===== config.mk =====
export PLATFORM = sky130hd
export DESIGN_NAME = mem_port_arbiter
export DESIGN_NICKNAME = d
export VERILOG_FILES = /design/src/rtl/mem_port_arbiter.sv
export SDC_FILE = /design/constraint.sdc
export NUM_CORES = 1
export LEC_CHECK = 0
export BUFFER_PORTS_ARGS = -buffer_cell sky130_fd_sc_hd__buf_2
export CAP_MARGIN = 20
export CORE_AREA = 2 2 260 262
export DETAILED_ROUTE_END_ITERATION = 10
export DIE_AREA = 0 0 262 264
export GPL_TIMING_DRIVEN = 1
export HOLD_SLACK_MARGIN = 0.15
export PLACE_DENSITY = 0.3
export SYNTH_ARGS = -nofsm -noshare
export SYNTH_HDL_FRONTEND = slang
export SYNTH_SLANG_ARGS = --single-unit
export TNS_END_PERCENT = 20

===== constraint.sdc =====
create_clock -name clk_i -period 3.15 [get_ports clk_i]
set_input_delay 0.1575 -clock clk_i [delete_from_list [all_inputs] [get_ports clk_i]]
set_output_delay 0.1575 -clock clk_i [all_outputs]
set_load 0.05 [all_outputs]

===== src/rtl/mem_port_arbiter.sv =====
// mem_port_arbiter
//   Round-robin arbiter that funnels NrPorts requesters (icache, dcache, ptw)
//   onto one downstream memory port with tagged, out-of-order responses.
//   A request is granted combinationally in the same cycle. If downstream
//   stalls, the grant and TID are locked until the handshake completes.
//   Responses are routed back to the port that owns the returned TID.
//
// Ports
//   clk_i, rst_ni            clock, synchronous active-low reset
//   req_*                    per-port request channel (valid/ready/addr/we/wdata)
//   rsp_valid_o, rsp_data_o  per-port response pulse, shared response data
//   mem_req_*                downstream request channel carrying a TID
//   mem_rsp_*                downstream response (no backpressure)
//   outstanding_o            number of TIDs currently in flight
//   err_o                    pulse on a response whose TID is not allocated
module mem_port_arbiter #(
  parameter int unsigned NrPorts        = 3,
  parameter int unsigned MemTidWidth    = 2,
  parameter int unsigned MaxOutstanding = 4,
  parameter int unsigned AddrWidth      = 64,
  parameter int unsigned DataWidth      = 64
) (
  input  logic                                 clk_i,
  input  logic                                 rst_ni,
  input  logic [NrPorts-1:0]                   req_valid_i,
  output logic [NrPorts-1:0]                   req_ready_o,
  input  logic [NrPorts*AddrWidth-1:0]         req_addr_i,
  input  logic [NrPorts-1:0]                   req_we_i,
  input  logic [NrPorts*DataWidth-1:0]         req_wdata_i,
  output logic [NrPorts-1:0]                   rsp_valid_o,
  output logic [DataWidth-1:0]                 rsp_data_o,
  output logic                                 mem_req_valid_o,
  input  logic                                 mem_req_ready_i,
  output logic [AddrWidth-1:0]                 mem_req_addr_o,
  output logic                                 mem_req_we_o,
  output logic [DataWidth-1:0]                 mem_req_wdata_o,
  output logic [MemTidWidth-1:0]               mem_req_tid_o,
  input  logic                                 mem_rsp_valid_i,
  input  logic [MemTidWidth-1:0]               mem_rsp_tid_i,
  input  logic [DataWidth-1:0]                 mem_rsp_data_i,
  output logic [$clog2(MaxOutstanding+1)-1:0]  outstanding_o,
  output logic                                 err_o
);

  localparam int unsigned NumTids = 2 ** MemTidWidth;
  localparam int unsigned PortW   = (NrPorts > 1) ? $clog2(NrPorts) : 1;
  localparam int unsigned CntW    = $clog2(MaxOutstanding + 1);

  typedef enum logic [0:0] {
    IDLE   = 1'b0,
    LOCKED = 1'b1
  } state_e;

  state_e                 state_r;
  logic [PortW-1:0]       lock_port_r;
  logic [MemTidWidth-1:0] lock_tid_r;
  logic [PortW-1:0]       rr_ptr_r;
  logic [NumTids-1:0]     busy_r;
  logic [PortW-1:0]       owner_r [NumTids];
  logic [CntW-1:0]        count_r;
  logic                   active_r;

  logic                   en_s;
  logic                   free_found_s;
  logic [MemTidWidth-1:0] free_tid_s;
  logic                   pick_found_s;
  logic [PortW-1:0]       pick_port_s;
  logic                   grant_valid_s;
  logic [PortW-1:0]       grant_port_s;
  logic [MemTidWidth-1:0] grant_tid_s;
  logic                   hs_s;
  logic                   rsp_hit_s;
  logic                   rsp_err_s;

  // active_r is low for the first cycle after reset, so outputs stay quiet
  // both during reset and in that cycle.
  assign en_s = rst_ni && active_r;

  // Lowest-numbered free TID.
  always_comb begin
    free_found_s = 1'b0;
    free_tid_s   = '0;
    for (int t = 0; t < NumTids; t++) begin
      if (!free_found_s && !busy_r[t]) begin
        free_found_s = 1'b1;
        free_tid_s   = MemTidWidth'(t);
      end else begin
        free_found_s = free_found_s;
      end
    end
  end

  // First valid port searching upward from rr_ptr_r, wrapping at NrPorts.
  always_comb begin
    int unsigned idx;
    idx          = 0;
    pick_found_s = 1'b0;
    pick_port_s  = '0;
    for (int i = 0; i < NrPorts; i++) begin
      idx = (32'(rr_ptr_r) + 32'(i)) % NrPorts;
      if (!pick_found_s && req_valid_i[idx]) begin
        pick_found_s = 1'b1;
        pick_port_s  = PortW'(idx);
      end else begin
        pick_found_s = pick_found_s;
      end
    end
  end

  // Grant selection: a locked grant overrides arbitration; in IDLE a slot
  // must exist both in the count limit and in the TID table.
  always_comb begin
    grant_valid_s = 1'b0;
    grant_port_s  = '0;
    grant_tid_s   = '0;
    if (state_r == LOCKED) begin
      grant_valid_s = en_s;
      grant_port_s  = lock_port_r;
      grant_tid_s   = lock_tid_r;
    end else begin
      grant_valid_s = en_s && pick_found_s && free_found_s &&
                      (count_r < CntW'(MaxOutstanding));
      grant_port_s  = pick_port_s;
      grant_tid_s   = free_tid_s;
    end
  end

  assign hs_s      = grant_valid_s && mem_req_ready_i;
  assign rsp_hit_s = en_s && mem_rsp_valid_i && busy_r[mem_rsp_tid_i];
  assign rsp_err_s = en_s && mem_rsp_valid_i && !busy_r[mem_rsp_tid_i];

  // Output steering for the request and response paths.
  always_comb begin
    req_ready_o     = '0;
    mem_req_valid_o = grant_valid_s;
    mem_req_addr_o  = '0;
    mem_req_we_o    = 1'b0;
    mem_req_wdata_o = '0;
    mem_req_tid_o   = '0;
    rsp_valid_o     = '0;
    rsp_data_o      = '0;
    err_o           = rsp_err_s;
    outstanding_o   = en_s ? count_r : '0;
    if (grant_valid_s) begin
      req_ready_o[grant_port_s] = mem_req_ready_i;
      mem_req_addr_o  = req_addr_i[grant_port_s*AddrWidth +: AddrWidth];
      mem_req_we_o    = req_we_i[grant_port_s];
      mem_req_wdata_o = req_wdata_i[grant_port_s*DataWidth +: DataWidth];
      mem_req_tid_o   = grant_tid_s;
    end else begin
      mem_req_tid_o = '0;
    end
    if (rsp_hit_s) begin
      rsp_valid_o[owner_r[mem_rsp_tid_i]] = 1'b1;
      rsp_data_o = mem_rsp_data_i;
    end else begin
      rsp_data_o = '0;
    end
  end

  // Grant FSM, TID table, outstanding counter and round-robin pointer.
  always_ff @(posedge clk_i) begin
    if (!rst_ni) begin
      state_r     <= IDLE;
      lock_port_r <= '0;
      lock_tid_r  <= '0;
      rr_ptr_r    <= '0;
      busy_r      <= '0;
      count_r     <= '0;
      active_r    <= 1'b0;
      for (int t = 0; t < NumTids; t++) begin
        owner_r[t] <= '0;
      end
    end else begin
      active_r <= 1'b1;
      // Free first, then allocate: the two TIDs can never collide because
      // a granted TID is always free and a hit TID is always busy.
      if (rsp_hit_s) begin
        busy_r[mem_rsp_tid_i] <= 1'b0;
      end else begin
        busy_r <= busy_r;
      end
      if (hs_s) begin
        busy_r[grant_tid_s]  <= 1'b1;
        owner_r[grant_tid_s] <= grant_port_s;
        rr_ptr_r <= (grant_port_s == PortW'(NrPorts - 1)) ? '0
                                                          : grant_port_s + PortW'(1);
      end else begin
        rr_ptr_r <= rr_ptr_r;
      end
      // Saturating count; simultaneous alloc and free cancel out.
      if (hs_s && !rsp_hit_s) begin
        if (count_r < CntW'(MaxOutstanding)) begin
          count_r <= count_r + CntW'(1);
        end else begin
          count_r <= count_r;
        end
      end else if (!hs_s && rsp_hit_s) begin
        if (count_r != '0) begin
          count_r <= count_r - CntW'(1);
        end else begin
          count_r <= count_r;
        end
      end else begin
        count_r <= count_r;
      end
      case (state_r)
        IDLE: begin
          if (grant_valid_s && !mem_req_ready_i) begin
            state_r     <= LOCKED;
            lock_port_r <= grant_port_s;
            lock_tid_r  <= grant_tid_s;
          end else begin
            state_r <= IDLE;
          end
        end
        LOCKED: begin
          if (hs_s) begin
            state_r <= IDLE;
          end else begin
            state_r <= LOCKED;
          end
        end
        default: state_r <= IDLE;
      endcase
    end
  end

endmodule


==> metrics, run 1 <==
Core Util, Final=0.164; Synth area leader=mux2i_1; Post-CTS Hold Fix Bufs=0; Routed Antenna Nets=0; die span in y=264 um; Via Count=7297; Max clock buf depth=2; Post-synth EDFFs=8; PnR worst setup slack=0.0437 ns; initial core utilization=0.0699; clock root buffer=clkbuf_16; FF+latch area=548 um^2; sum of negative setup slack=0 ns; Most used DFF post-synth=dfxtp_1; worst skew pair latency=0.26 ns; initial antenna violation count=22; CTS H-tree lvls=1; DRC Markers=0; async set-reset flop share out of synthesis=0; Final setup viols=0; die area=69200 um^2; first-pass GRT wire length=53.3 mm; DRT Pass-1 Iters=5; Synth Register Bits=23; proportion of layout cells with a drive suffix above 1=0.677; required time worst endpoint=2.99 ns; Synth cell types=53; number of buffers added on ports=665; leak pwr=5.08 nW; worst path cell trace=buf_4 > ha_4 > mux2i_4 > o21bai_4 > o21ai_2 > mux2i_4 > buf_12 > nor3_4 > buf_12 > buf_16 > o2bb2ai_1 > buf_6; vias in the first global route=7401; drt total wl=40.2 mm; Layout Cells excl Fill=2106; XOR/XNOR share of the synthesized area=0; RSZ-0062 raised after global routing=yes; most frequent cells in the layout=540 x buf_2, 113 x mux2i_1, 109 x buf_4; fill count=7639; clock slew at reported path FFs=0.06 ns; CP endpoint kind=primary output; Setup WS pre-CTS=-0.0909 ns; fmax=0.322 GHz; MaxCap Viol Count=0; GRT overflow=0; Crit path buffers/inverters=5; hold slack=0.266 ns; Cells after Synth=544; worst-margin pin slew=0.648 ns; CTS sink count=23; post-synthesis cell area=4660 um^2; critical path peak fanout=33; Routed wire per std cell=19.1 um; DRT iter0 DRCs=236; hpwl dp=33.1 mm; DIE WIDTH=262 um; final-report hold violation count=0; family with the most delay on the worst path=buffers and inverters; Core Rows=95; Relative slew margins=0.565; post-synthesis mux area share=0.318; Synth top area share=0.297; Pwr Total=2.79 mW; Syn Area/Cell=8.56 um^2; commonest non-fill, non-tap cell in the layout=buf_2; largest net degree at the start of global routing=63; largest family of logic cells by synthesized area=multiplexers; GRT Total Usage=0.106; Final #Nets=1695; Final min period=3.11 ns; Slowest Stage Delay on Critical Path=0.39 ns; CTS buffer count=3; placed cells=2079; I/O pins=666; syn_nets=1009; Critical Path Slowest Stage Cell=dfxtp_4; adder-cell share of the synthesized area=0.0150; arrival time worst endpoint=2.95 ns; register area share after synthesis=0.116; Placer Congestion=0.884; CTS tree=done; Setup Crit Path Kind=reg2out; post-synthesis simple-gate area fraction=0.175; Synth area leaders=mux2i_1 30%, o2bb2ai_1 24%, and2_1 8.7%; Min-Delay Path Class=in2reg; Worst VDD drop=0.148 mV; yosys warns=0; multi-input logic area=4260 um^2; R2R setup slack=0.40 ns; Post-DP Area=9630 um^2; complex-gate fraction of the synthesized area=0.301; Layout area overhead=135%; via/cell ratio=3.46; Layout Skew=0.00303 ns; crit share post-route=0.986; Final Max Slew Viols=0; core outline area=66600 um^2; Critical Path Start Type=flop; outcome=complete, no violations; PD cells=256 nW/um^2; fin area=10900 um^2
==> state kept, by name (all words and copies together) (netlist names), named ones only <==
| signal | count |
|---|---|
| owner_r | 8 |
| busy_r | 4 |
| count_r | 3 |
| lock_port_r | 2 |
| lock_tid_r | 2 |
| rr_ptr_r | 2 |
| active_r | 1 |
==> worst paths after layout <==
check	startpoint	to	depth (start not counted)
worst max-delay path	rr_ptr_r[0]	mem_req_addr_o[60]	12
worst min-delay path	mem_req_ready_i	flop	3
worst max register to register	rr_ptr_r[0]	count_r[1]	14
worst min register to register	lock_port_r[0]	lock_port_r[0]	2
==> worst reg2reg max path, cell delays in order (launching register included) <==
cell,delay (ns)
dfxtp_4,0.39
inv_4,0.05
ha_4,0.29
nand3b_1,0.10
o21a_1,0.16
buf_4,0.15
nor4b_4,0.12
buf_4,0.15
nor2_1,0.19
nand2_1,0.10
fa_1,0.51
and4_1,0.17
nand2_1,0.06
mux2i_1,0.14
o22a_1,0.13
==> area by class of cell <==
cell class / instances / area share
repair buffers: 738 / 0.447
flip-flops and latches: 23 / 0.0502
multi-input cells: 452 / 0.390
well taps: 873 / 0.100
clock buffers: 4 / 0.00722
inverters: 12 / 0.00435
diodes: 4 / 0.000916
==> where the power goes <==
group	leakage, nW	switching (mW)	internal, mW	total [mW]
logic	4.84	1.23	0.956	2.18
clock network	0.0382	0.110	0.173	0.283
registers	0.206	0.0113	0.317	0.329
total	5.08	1.35	1.45	2.79
==> routing by layer <==
metal	vias up	wire [um]	track usage
met3	64	2920	0.0273
met2	306	20500	0.187
met5	-	203	0
met1	3416	15900	0.130
met4	34	673	0.0189
li1	3477	-	-
==> cells by family after synthesis <==
kind of cell | Yosys count
AOI/OAI and AO/OA | 167
muxes | 143
and+or+nand+nor | 136
buffers and inverters | 70
adders and majority gates | 5
DFF | 23
==> timing repair <==
item | 4_1_cts | 5_1_grt
setup endpoints to repair | 130 | 130
setup buffers | 6 | 9
pin swaps | 3 | 8
resized for setup | 135 | 116
cloned | 5 | 2
==> synthesized netlist by cell type, drive strengths merged (3+ instances only) <==
cell type and count:
nor4 3, clkbuf 16, nand2 15, mux2i 139, buf 42, o21ai 6
o2bb2ai 129, and2 65, nor3 5, ha 4, nor2 18, dfxtp 15
nand3 6, a21oi 7, o31ai 3, nor2b 4, a31oi 3, o21a 5
inv 12, edfxtp 8, and3 5, mux4 3
(Power assumes the default switching activity.)
==> run 2: changes to the inputs <==
REMOVE_ABC_BUFFERS = 1   (was not set)
==> metrics, run 2 (synthesis gave the netlist of run 1 again) <==
outcome=complete, no violations; Layout Skew=0.00683 ns (+0.00380 ns); Core Rows=95 (unchanged); Max clock buf depth=2 (unchanged); proportion of layout cells with a drive suffix above 1=0.652 (-0.0248); register with the most flip-flops=owner_r; DIE WIDTH=262 um (unchanged); commonest non-fill, non-tap cell in the layout=buf_2; CTS buffer count=3 (unchanged); CP endpoint kind=primary output; Largest register FFs=8 (unchanged); reg2reg start=rr_ptr_r[0]; clock slew at reported path FFs=0.07 ns (about the same); via/cell ratio=3.45 (-0.32%); Final min period=3.10 ns (-0.0101 ns); Layout area overhead=135%; GRT Total Usage=0.0968 (-0.00921); DRC Markers=0 (unchanged); Worst R2R Path Depth=13 (-1); core outline area=66600 um^2 (unchanged); required time worst endpoint=2.99 ns (about the same); R2R setup slack=0.41 ns (about the same); CTS H-tree lvls=1 (unchanged); Worst VDD drop=0.165 mV (+11%); Final #Nets=1685 (-0.59%); I/O pins=666 (unchanged); fmax=0.323 GHz (+0.33%); clock root buffer=clkbuf_16; worst-margin pin slew=0.944 ns (+0.296 ns); Relative slew margins=0.370 (-0.194); top sig layer=met4; number of buffers added on ports=665 (unchanged); Critical Path Start Type=flop; met3 wire length=3.30 mm (+13%); CTS sink count=23 (unchanged); Final setup viols=0 (unchanged); initial core utilization=0.0699 (unchanged); Pwr Total=2.80 mW (about the same); DRT Pass-1 Iters=4 (-1); leak pwr=5.08 nW (about the same); Top Registers=owner_r x8, busy_r x4, count_r x3; GRT overflow=0 (unchanged); Setup WS pre-CTS=-0.0944 ns (-0.00343 ns); Routed Antenna Nets=0 (unchanged); drt total wl=37.0 mm (-8.2%); capturing point of the worst reg2reg path=count_r[1]; critical path peak fanout=6 (-82%); PD cells=255 nW/um^2 (-0.26%); Setup Crit Path Kind=reg2out; hpwl dp=30.3 mm (-8.6%); vias in the first global route=7339 (-0.84%); arrival time worst endpoint=2.94 ns (about the same); min-delay src=mem_req_ready_i; die span in y=264 um (unchanged); most frequent cells in the layout=553 x buf_2, 129 x mux2i_1, 104 x o2bb2ai_1; CTS tree=done; Post-CTS Hold Fix Bufs=0 (unchanged); Min-Delay Path Class=in2reg; Routed wire per std cell=17.6 um (-7.8%); initial antenna violation count=9 (-59%); Via Count=7246 (-0.70%); largest net degree at the start of global routing=70 (+11%); Placer Congestion=0.829 (-6.2%); first-pass GRT wire length=49.4 mm (-7.4%); MaxCap Viol Count=0 (unchanged); met2 wire length=19.6 mm (-4.6%); die area=69200 um^2 (unchanged); Post-Route M1 WL=13.5 mm (-15%); Final Max Slew Viols=0 (unchanged); final-report hold violation count=0 (unchanged); DRT iter0 DRCs=202 (-14%); crit share post-route=0.983 (-0.00321); WHS Path Cells=3 (unchanged); RSZ-0062 raised after global routing=yes; worst skew pair latency=0.27 ns (about the same); PnR worst setup slack=0.0538 ns (+0.0101 ns)
-- run 2: cell count changes in the layout (fill, tap and decap cells not counted), moves of 2 or more --
| cell | change |
|---|---|
| buf_12 | +15 |
| buf_16 | +4 |
| buf_2 | +13 |
| buf_4 | -24 |
| buf_6 | -18 |
| buf_8 | -2 |
| clkbuf_16 | +4 |
| diode_2 | +2 |
| mux2i_1 | +16 |
| mux2i_2 | -10 |
| mux2i_4 | -6 |
| o2bb2ai_1 | +13 |
| o2bb2ai_2 | -21 |
| o2bb2ai_4 | +8 |
-- run 2: worst max path at each step --
stage	start	to	slack, ns	cells past startpoint
2_1_floorplan	rr_ptr_r[0]	mem_req_addr_o[0]	-4.40	8
3_3_place_gp	rr_ptr_r[0]	mem_req_wdata_o[26]	-0.07	11
3_5_place_dp	rr_ptr_r[0]	mem_req_wdata_o[26]	-0.09	11
4_1_cts	rr_ptr_r[1]	mem_req_wdata_o[47]	-0.02	14
5_1_grt	rr_ptr_r[0]	mem_req_wdata_o[47]	-0.09	15
6_report	rr_ptr_r[0]	mem_req_wdata_o[26]	0.05	13
-- run 2: stage by stage --
step | instances | util | setup TNS (ns) | instance area [um^2] | hold slack (ns)
4_1_cts | 2084 | 0.158 | -0.0574 | 10500 | 0.257
3_5_place_dp | 2070 | 0.148 | -0.121 | 9860 | 0.504
3_3_place_gp | 2070 | 0.148 | -0.0677 | 9860 | 0.498
6_report | 2098 | 0.165 | 0 | 11000 | 0.262
2_1_floorplan | 486 | - | -575.17 | 4350 | 0.185
5_1_grt | 2097 | 0.165 | -2.55 | 11000 | 0.282
-- run 2: routing by layer --
| layer | vias up | GRT usage |
|---|---|---|
| met5 | - | 0 |
| met3 | 26 | 0.0268 |
| met4 | 0 | 0.0192 |
| li1 | 3464 | - |
| met1 | 3371 | 0.104 |
| met2 | 385 | 0.186 |
-- run 2: cell type report --
cell class              count  area (um^2)
fillers                  7548        55600
clock inverters             1         7.51
flip-flops and latches     23          548
multi-input cells         451         4160
diodes                      6         15.0
clock buffers               3         75.1
repair buffers            729         5010
well taps                 873         1090
inverters                  12         45.0
-- run 2: timing repair --
| action | CTS | global route |
|---|---|---|
| gates resized for setup | 83 | 102 |
| pin swaps | 3 | 3 |
| setup buffers | 6 | 4 |
| endpoints found under the setup margin | 129 | 129 |
| gates cloned | 4 | 4 |
-- run 2: worst max-delay path, cell delays in order, from the launching register on --
cell,delay (ns)
dfxtp_4,0.38
inv_2,0.06
ha_4,0.18
nor2b_2,0.16
o21a_2,0.25
nor3_4,0.24
mux2i_4,0.29
buf_4,0.15
buf_12,0.15
buf_16,0.15
mux2i_1,0.08
buf_4,0.14
o2bb2ai_4,0.22
buf_12,0.18
-- run 2: power by group --
| part | leakage (nW) | switching, mW | internal (mW) |
|---|---|---|---|
| sequential | 0.206 | 0.0105 | 0.317 |
| combinational | 4.84 | 1.20 | 0.972 |
| clock | 0.0372 | 0.122 | 0.173 |
| total | 5.08 | 1.33 | 1.46 |
==> run 3: changes to the inputs <==
PLACE_DENSITY = not set   (was 0.3)
PLACE_DENSITY_LB_ADDON = 0.05   (was not set)
==> metrics, run 3 (synthesis gave the netlist of run 1 again) <==
drt total wl=45.6 mm (+23%); fill count=7680 (+1.7%); die area=69200 um^2 (unchanged); Final #Nets=1697 (+0.71%); required time worst endpoint=2.99 ns (about the same); crit share post-route=0.983 (about the same); DRC Markers=0 (unchanged); placed cells=2074 (+0.19%); Layout Skew=0.00306 ns (-0.00377 ns); Core Rows=95 (unchanged); Via Count=7402 (+2.2%); initial core utilization=0.0699 (unchanged); worst-margin pin slew=0.719 ns (-0.225 ns); Setup Crit Path Kind=reg2out; largest net degree at the start of global routing=65 (-7.1%); outcome=complete, no violations; hold slack=0.168 ns (-0.0941 ns); GR peak layer=met2; GRT overflow=0 (unchanged); critical path peak fanout=11 (+5); proportion of layout cells with a drive suffix above 1=0.681 (+0.0286); Final setup viols=0 (unchanged); initial antenna violation count=48 (+39); die span in y=264 um (unchanged); met2 global-route usage=0.262 (+0.0768); PD cells=255 nW/um^2 (about the same); multi-input logic area=4490 um^2 (+7.8%); clock root buffer=clkbuf_16; Placer Congestion=0.818 (-1.2%); Layout Cells excl Fill=2122 (+1.1%); final-report hold violation count=0 (unchanged); MaxCap Viol Count=0 (unchanged); I/O pins=666 (unchanged); Core Util, Final=0.172 (+0.00714); first-pass GRT wire length=59.4 mm (+20%); RSZ-0062 raised after global routing=yes; GRT Total Usage=0.122 (+0.0248); via/cell ratio=3.49 (+1.0%); met3 usage=0.0407 (+0.0139); leak pwr=5.22 nW (+2.8%); core outline area=66600 um^2 (unchanged); Final min period=3.10 ns (+0.00119 ns); FF+latch area=548 um^2 (unchanged); most frequent cells in the layout=549 x buf_2, 116 x mux2i_1, 93 x buf_4; commonest non-fill, non-tap cell in the layout=buf_2; Routed Antenna Nets=0 (unchanged); number of buffers added on ports=665 (unchanged); vias in the first global route=7711 (+5.1%); met1 Use GR=0.110 (+0.00540); DIE WIDTH=262 um (unchanged); DRT Pass-1 Iters=4 (unchanged); Min-Delay Path Class=in2reg; Worst R2R Path Depth=13 (unchanged); arrival time worst endpoint=2.94 ns (about the same); Top Registers=owner_r x8, busy_r x4, count_r x3; CP endpoint kind=primary output; CTS buffer count=3 (unchanged); hpwl dp=39.1 mm (+29%); Max clock buf depth=2 (unchanged); WHS Path Cells=1 (-2); Critical Path Start Type=flop; Worst VDD drop=0.183 mV (+11%); CTS sink count=23 (unchanged); Layout area overhead=146%; worst skew pair latency=0.26 ns (about the same); sum of negative setup slack=0 ns (unchanged); Relative slew margins=0.517 (+0.146); Largest register FFs=8 (unchanged); clock slew at reported path FFs=0.07 ns (about the same); fmax=0.323 GHz (about the same); Routed wire per std cell=21.5 um (+22%); DRT iter0 DRCs=218 (+7.9%); Final Max Slew Viols=0 (unchanged); register with the most flip-flops=owner_r; CTS tree=done; CTS H-tree lvls=1 (unchanged)
[run 3: changes by cell type in the layout (fill, tap and decap cells not counted), sizes merged]
cell    previous run  this run
bufbuf             0         1
buf              709       730
clkbuf            23        13
diode              6        18
[run 3: final cells by class]
type / instances / share of cell area
diodes: 18 / 0.00394
clock buffers: 3 / 0.00657
clock inverters: 1 / 0.000657
inverters: 12 / 0.00416
multi-input cells: 451 / 0.392
flip-flops and latches: 23 / 0.0479
well taps: 873 / 0.0955
repair buffers: 741 / 0.449
[run 3: report_power, final]
group	switching (mW)	leakage [nW]	internal, mW
Combinational	1.25	4.98	1.03
Clock	0.131	0.0372	0.173
Sequential	0.0110	0.206	0.317
Total	1.40	5.22	1.52
[run 3: per-stage QoR]
step,setup slack [ns],instance area [um^2],total power [mW]
2_1_floorplan,-4.40,4350,1.46
3_3_place_gp,-0.00882,9740,2.28
3_5_place_dp,0.0143,9740,2.26
4_1_cts,-0.0662,10500,2.79
5_1_grt,-0.101,11400,3.09
6_report,0.0526,11400,2.92
[run 3: path summary, 6_finish.rpt]
kind	start	to	slack (ns)
worst max-delay path	rr_ptr_r[0]	mem_req_addr_o[57]	0.05
worst min-delay path	rst_ni	active_r	0.17
worst max register to register	rr_ptr_r[0]	count_r[1]	0.45
worst min register to register	lock_port_r[0]	lock_port_r[0]	0.52
[run 3: per-layer routing]
metal  vias up  wire [um]
met3        72       4060
li1       3521          -
met5         -         81
met1      3397      14100
met4        12        733
met2       400      26700
[run 3: worst max-delay path, cell delays in order (launching register included)]
cell       delay (ns)
dfxtp_4          0.37
buf_12           0.13
ha_4             0.16
nor2b_2          0.15
o21a_4           0.21
nor3_4           0.23
mux2i_4          0.34
buf_12           0.19
buf_16           0.17
buf_8            0.14
mux2i_1          0.25
o2bb2ai_1        0.10
buf_4            0.19
[run 3: repair_timing]
action | CTS | global route
hold buffers | 0 | 0
resized for setup | 140 | 137
pin swaps | 5 | 7
endpoints found under the setup margin | 130 | 129
setup buffers | 7 | 10
cloned | 4 | 6
